$ cat config.mk
export PLATFORM = sky130hd
export DESIGN_NAME = tmem_bank_scheduler
export DESIGN_NICKNAME = d
export VERILOG_FILES = /design/src/rtl/tmem_bank_scheduler_pkg.sv /design/src/rtl/tmem_bank_scheduler_rr_pick.sv /design/src/rtl/tmem_bank_scheduler.sv
export SDC_FILE = /design/constraint.sdc
export NUM_CORES = 1
export LEC_CHECK = 0
export ABC_AREA = 1
export ABC_CLOCK_PERIOD_IN_PS = 3100
export CAP_MARGIN = 25
export CORE_UTILIZATION = 39
export CTS_CLUSTER_DIAMETER = 100
export DETAILED_ROUTE_END_ITERATION = 8
export GPL_TIMING_DRIVEN = 0
export MAX_ROUTING_LAYER = met4
export PLACE_DENSITY_LB_ADDON = 0.12
export SYNTH_ARGS = -nofsm -noshare
export SYNTH_HDL_FRONTEND = slang
export SYNTH_HIERARCHICAL = 1
export SYNTH_SLANG_ARGS = --single-unit
$ cat constraint.sdc
create_clock -name CLK_I -period 3.1 [get_ports CLK_I]
set_input_delay 0.62 -clock CLK_I [delete_from_list [all_inputs] [get_ports CLK_I]]
set_output_delay 0.62 -clock CLK_I [all_outputs]
set_load 0.01 [all_outputs]
$ cat src/rtl/tmem_bank_scheduler_pkg.sv
// Shared defaults and state encoding for the TMEM per-bank read scheduler.
package tmem_bank_scheduler_pkg;

   localparam int NUM_CORES_DEF = 4;
   localparam int CORE_BITS_DEF = 2;
   localparam int ADDR_W_DEF    = 32;
   localparam int HOLD_W        = 8;

   typedef enum logic {
      ST_IDLE = 1'b0,
      ST_OWN  = 1'b1
   } sched_state_e;

endpackage

$ cat src/rtl/tmem_bank_scheduler_rr_pick.sv
// Combinational round-robin picker: first eligible requester at or after start, with wrap.
module tmem_bank_scheduler_rr_pick
   import tmem_bank_scheduler_pkg::*;
#(
   parameter int NUM_CORES = NUM_CORES_DEF,
   parameter int CORE_BITS = CORE_BITS_DEF
)(
   input  logic [NUM_CORES-1:0] req,
   input  logic [CORE_BITS-1:0] start,
   input  logic [NUM_CORES-1:0] excl,
   output logic                 found,
   output logic [CORE_BITS-1:0] winner
);

   logic [NUM_CORES-1:0] elig;
   logic [CORE_BITS-1:0] idx;

   // Scan from the farthest offset back to the nearest so the nearest hit wins;
   // CORE_BITS-wide addition gives the wrap for free.
   always_comb begin
      elig   = req & ~excl;
      found  = 1'b0;
      winner = '0;
      idx    = '0;
      for (int i = NUM_CORES - 1; i >= 0; i--) begin
         idx = start + CORE_BITS'(i);
         if (elig[idx]) begin
            found  = 1'b1;
            winner = idx;
         end
      end
   end

endmodule

$ cat src/rtl/tmem_bank_scheduler.sv
// Per-bank TMEM read scheduler: round-robin ownership of the bank read port with a
// hold limit, virtual-to-bank address translation and a latency-aligned data-valid strobe.
//
// state | meaning
// IDLE  | no owner; any request wins a grant at the next edge
// OWN   | core sel_q owns the read port; hold_q counts down to a forced handoff
module tmem_bank_scheduler
   import tmem_bank_scheduler_pkg::*;
#(
   parameter int NUM_CORES = NUM_CORES_DEF,
   parameter int CORE_BITS = CORE_BITS_DEF,
   parameter int ADDR_W    = ADDR_W_DEF,
   parameter int MAX_HOLD  = 8,
   parameter int RD_LAT    = 1
)(
   input  logic                        CLK_I,
   input  logic                        RST_I,
   input  logic [NUM_CORES-1:0]        REQ_I,
   input  logic [NUM_CORES*ADDR_W-1:0] ADR_I,
   output logic [NUM_CORES-1:0]        GNT_O,
   output logic [CORE_BITS-1:0]        SEL_O,
   output logic                        BANK_RD_O,
   output logic [ADDR_W-1:0]           BANK_ADR_O,
   output logic [NUM_CORES-1:0]        DVLD_O,
   output logic                        BUSY_O
);

   localparam logic [HOLD_W-1:0] HOLD_LOAD = HOLD_W'(MAX_HOLD - 1);

   sched_state_e         state_q, state_d;
   logic [NUM_CORES-1:0] gnt_q, gnt_d;
   logic [CORE_BITS-1:0] sel_q, sel_d;
   logic [CORE_BITS-1:0] last_q, last_d;
   logic [HOLD_W-1:0]    hold_q, hold_d;
   logic [NUM_CORES-1:0] dvld_q [RD_LAT];

   logic [ADDR_W-1:0]    adr_core [NUM_CORES];
   logic [CORE_BITS-1:0] pick_start;
   logic [NUM_CORES-1:0] pick_excl;
   logic                 pick_found;
   logic [CORE_BITS-1:0] pick_idx;
   logic                 busy;
   logic                 own_req;
   logic                 others_req;
   logic                 bank_rd;

   tmem_bank_scheduler_rr_pick #(
      .NUM_CORES (NUM_CORES),
      .CORE_BITS (CORE_BITS)
   ) u_rr_pick (
      .req    (REQ_I),
      .start  (pick_start),
      .excl   (pick_excl),
      .found  (pick_found),
      .winner (pick_idx)
   );

   always_comb begin
      for (int k = 0; k < NUM_CORES; k++) begin
         adr_core[k] = ADR_I[k*ADDR_W +: ADDR_W];
      end
      busy       = (state_q == ST_OWN);
      own_req    = REQ_I[sel_q];
      others_req = |(REQ_I & ~gnt_q);
      bank_rd    = busy & own_req & gnt_q[sel_q];
      // The owner is always excluded so an expiring core cannot re-win its own handoff.
      if (busy) begin
         pick_start = sel_q + CORE_BITS'(1);
         pick_excl  = gnt_q;
      end else begin
         pick_start = last_q + CORE_BITS'(1);
         pick_excl  = '0;
      end
   end

   always_comb begin
      state_d = state_q;
      gnt_d   = gnt_q;
      sel_d   = sel_q;
      last_d  = last_q;
      hold_d  = hold_q;
      unique case (state_q)
         ST_IDLE: begin
            if (pick_found) begin
               state_d = ST_OWN;
               gnt_d   = {{(NUM_CORES-1){1'b0}}, 1'b1} << pick_idx;
               sel_d   = pick_idx;
               hold_d  = HOLD_LOAD;
            end
         end
         ST_OWN: begin
            if (!own_req || (hold_q == '0 && others_req)) begin
               last_d = sel_q;
               if (pick_found) begin
                  gnt_d  = {{(NUM_CORES-1){1'b0}}, 1'b1} << pick_idx;
                  sel_d  = pick_idx;
                  hold_d = HOLD_LOAD;
               end else begin
                  state_d = ST_IDLE;
                  gnt_d   = '0;
               end
            end else if (hold_q != '0) begin
               hold_d = hold_q - HOLD_W'(1);
            end
         end
      endcase
   end

   always_ff @(posedge CLK_I or negedge RST_I) begin
      if (!RST_I) begin
         state_q <= ST_IDLE;
         gnt_q   <= '0;
         sel_q   <= '0;
         last_q  <= CORE_BITS'(NUM_CORES - 1);
         hold_q  <= '0;
         for (int i = 0; i < RD_LAT; i++) begin
            dvld_q[i] <= '0;
         end
      end else begin
         state_q   <= state_d;
         gnt_q     <= gnt_d;
         sel_q     <= sel_d;
         last_q    <= last_d;
         hold_q    <= hold_d;
         dvld_q[0] <= bank_rd ? gnt_q : '0;
         for (int i = 1; i < RD_LAT; i++) begin
            dvld_q[i] <= dvld_q[i-1];
         end
      end
   end

   assign GNT_O      = gnt_q;
   assign SEL_O      = sel_q;
   assign BUSY_O     = busy;
   assign BANK_RD_O  = bank_rd;
   assign BANK_ADR_O = busy ? (adr_core[sel_q] >> CORE_BITS) : '0;
   assign DVLD_O     = dvld_q[RD_LAT-1];

endmodule

==> out/metrics.csv <==
metric,value,unit
synth_area,0.00254,mm^2
cpMaxStageDelayCell,clkdlybuf4s50_1,
grt_setup_unrepaired,false,
setup_viol,0,
grtUsageTotal,26.3,%
ys_seq_area_share,20.8,%
yosys.area.top_type,nor2_1,
grt_max_degree,22,
synth_cell_types,31,
core,0.00631,mm^2
power_leakage,0.00201,uW
max_stage_delay,0.57,ns
clkTransAtPathRegs,0.07,ns
htreeDepth,1,
drt-pass1-iter-count,5,
worst_slew_pin_slew,0.509,ns
drt_wl_total,9540,um
drv_slew,0,
final.period_utilization,97.0,%
crit_fanout,6,
drc_errors,0,
power_density,992,mW/mm^2
die_w,82.8,um
synthCells,466,
ir_drop,0.654,mV
io_buffers,167,
die_area,0.00685,mm^2
setup-tns-final,0,ns
clock_latency,0.26,ns
yosysWarnings,6,
start_util,40.3,%
hold_viol_final,0,
first_iter_violations,161,
worstPathRequired,2.48,ns
antenna_left,0,
criticalPathCategory,primary input to output pin,
cp-end-kind,output pin,
yosys.area.top_type_share,19.8,%
reg2reg_depth,13,
rows,29,
antenna_cells,0,
fmaxAchievable,0.332,GHz
cap_violations,0,
antenna_found_initial,0,
finClkSkew,0.00599,ns
min_path_cells,2,
arrival,2.39,ns
cts_buffers,3,
postCtsHoldBufs,0,
cts_buffer_depth,2,
ioPinCount,178,
path_cells,clkdlybuf4s50_1 -> inv_1 -> nand2_1 -> nand3_2 -> nand2_4 -> nand4_1 -> inv_1 -> clkdlybuf4s50_1,
dp_hpwl,7720,um
nNetsFinal,779,
critPathLaunchType,primary input,
grt_overflow,0,
most-common-layout-cells,"clkdlybuf4s50_1 (167), nor2_1 (134), nand2_1 (72), o21ai_0 (69), inv_1 (41)",
avgSynthCellArea,5.46,um^2
gp_congestion,0.871,
die_y,82.8,um
ys_ff_latch,21,
grt_pass1_wl,13500,um
vias_per_cell,5.01,
grt_pass1_vias,3061,
wire_per_inst,13.3,um
root_buffer,clkbuf_8,
regToRegSetupSlack,0.73,ns
outcome,finished clean,
num_vias,3601,
fin_crit,3.01,ns
slew_headroom,66.1,%
drive_gt1_share,7.01,%
power.total,4380,uW
synth.area.top_cells,"nor2_1 (20%), dfrtp_1 (19%), o21ai_0 (14%)",
cts.sinks,21,
hold_class,flip-flop to flip-flop,
cts_tree,built,
layout_commonest_cell,clkdlybuf4s50_1,
area_growth_syn_to_layout,73.4,%
cts_resized,0,
==> per-stage QoR <==
step | cells | worst slack, ns | hold slack (ns) | area, um^2 | utilization (%)
after global routing | 719 | 0.0342 | 0.505 | 4410 | 69.9
after global placement | 711 | 0.158 | 0.462 | 4320 | 68.4
final | 719 | 0.0922 | 0.481 | 4410 | 69.9
after detailed placement | 711 | 0.0863 | 0.468 | 4320 | 68.4
after floorplan | 467 | 1.06 | 0.324 | 2550 | -
after CTS | 715 | 0.0813 | 0.480 | 4360 | 69.1
==> final cells by class <==
cell class | instances | area [um^2]
multi-input cells | 367 | 1680
inverters | 51 | 194
clock buffers | 4 | 45.0
repair buffers | 171 | 1720
plain buffers | 28 | 141
flip-flops and latches | 21 | 528
well taps | 77 | 96.3
fillers | 558 | 1900
==> path summary, 6_finish.rpt <==
| path | start | end |
|---|---|---|
| max in group asynchronous | RST_I | last_q[1] |
| min | last_q[0] | last_q[0] |
| min in group asynchronous | RST_I | hold_q[5] |
| min reg2reg | last_q[0] | last_q[0] |
| max reg2reg | SEL_O[0] | GNT_O[1] |
| max | REQ_I[3] | BANK_RD_O |
==> state kept, by name, summed over array words and instances (netlist names) <==
register	count
last_q	2
hold_q	8
SEL_O	2
DVLD_O	4
GNT_O	4
BUSY_O	1
==> critical path, delay by kind of cell <==
family | cells | cell delay [ns]
AND/OR/NAND/NOR | 4 | 0.48
buffers and inverters | 4 | 1.29
==> Yosys cell counts <==
| cell | instances |
|---|---|
| dfrtp_1 | 19 |
| conb_1 | 1 |
| buf_4 | 3 |
| o21ai_2 | 1 |
| a21boi_1 | 1 |
| o22ai_1 | 1 |
| nand2_4 | 3 |
| buf_2 | 8 |
| a21oi_1 | 33 |
| o21ai_1 | 6 |
| nand4_1 | 4 |
| or2_1 | 1 |
| clkbuf_1 | 15 |
| xor2_1 | 2 |
| ha_1 | 2 |
| nand3_4 | 1 |
| buf_6 | 2 |
| inv_2 | 7 |
| nand3_2 | 3 |
| inv_1 | 41 |
| nand3_1 | 22 |
| nor2_4 | 1 |
| nand2_1 | 72 |
| xnor2_1 | 3 |
| o21ai_0 | 69 |
| nor2_1 | 134 |
| nor2_2 | 1 |
| inv_4 | 1 |
| nand2_2 | 5 |
| dfstp_2 | 2 |
| clkinv_1 | 2 |
==> cell families after synthesis <==
family	count (synthesis)	share of synthesized area, %
and+or+nand+nor	247	41.1
DFF	21	20.8
other	1	0.147
adders and majority gates	2	0.984
AOI/OAI and AO/OA	111	22.1
buffers and inverters	79	13.2
xor gates and xnor gates	5	1.72
==> where the power goes <==
group	switching [uW]	internal (uW)	leakage (uW)
Sequential	79.0	378	0.000263
Clock	89.0	91.6	0.0000228
Combinational	2090	1650	0.00173
==> per-layer routing <==
layer	share of wire [%]	up-vias	global-route usage, %
met4	0.56	0	3.97
met1	40	1617	30.8
met2	51	149	47.5
li1	-	1829	-
met3	8.6	6	4.40
met5	0	-	-
==> timing repair <==
item | CTS | global route
hold endpoints to repair | 0 | 0
setup buffers | 0 | 3
endpoints found under the setup margin | 0 | 1
(Power assumes the default switching activity.)
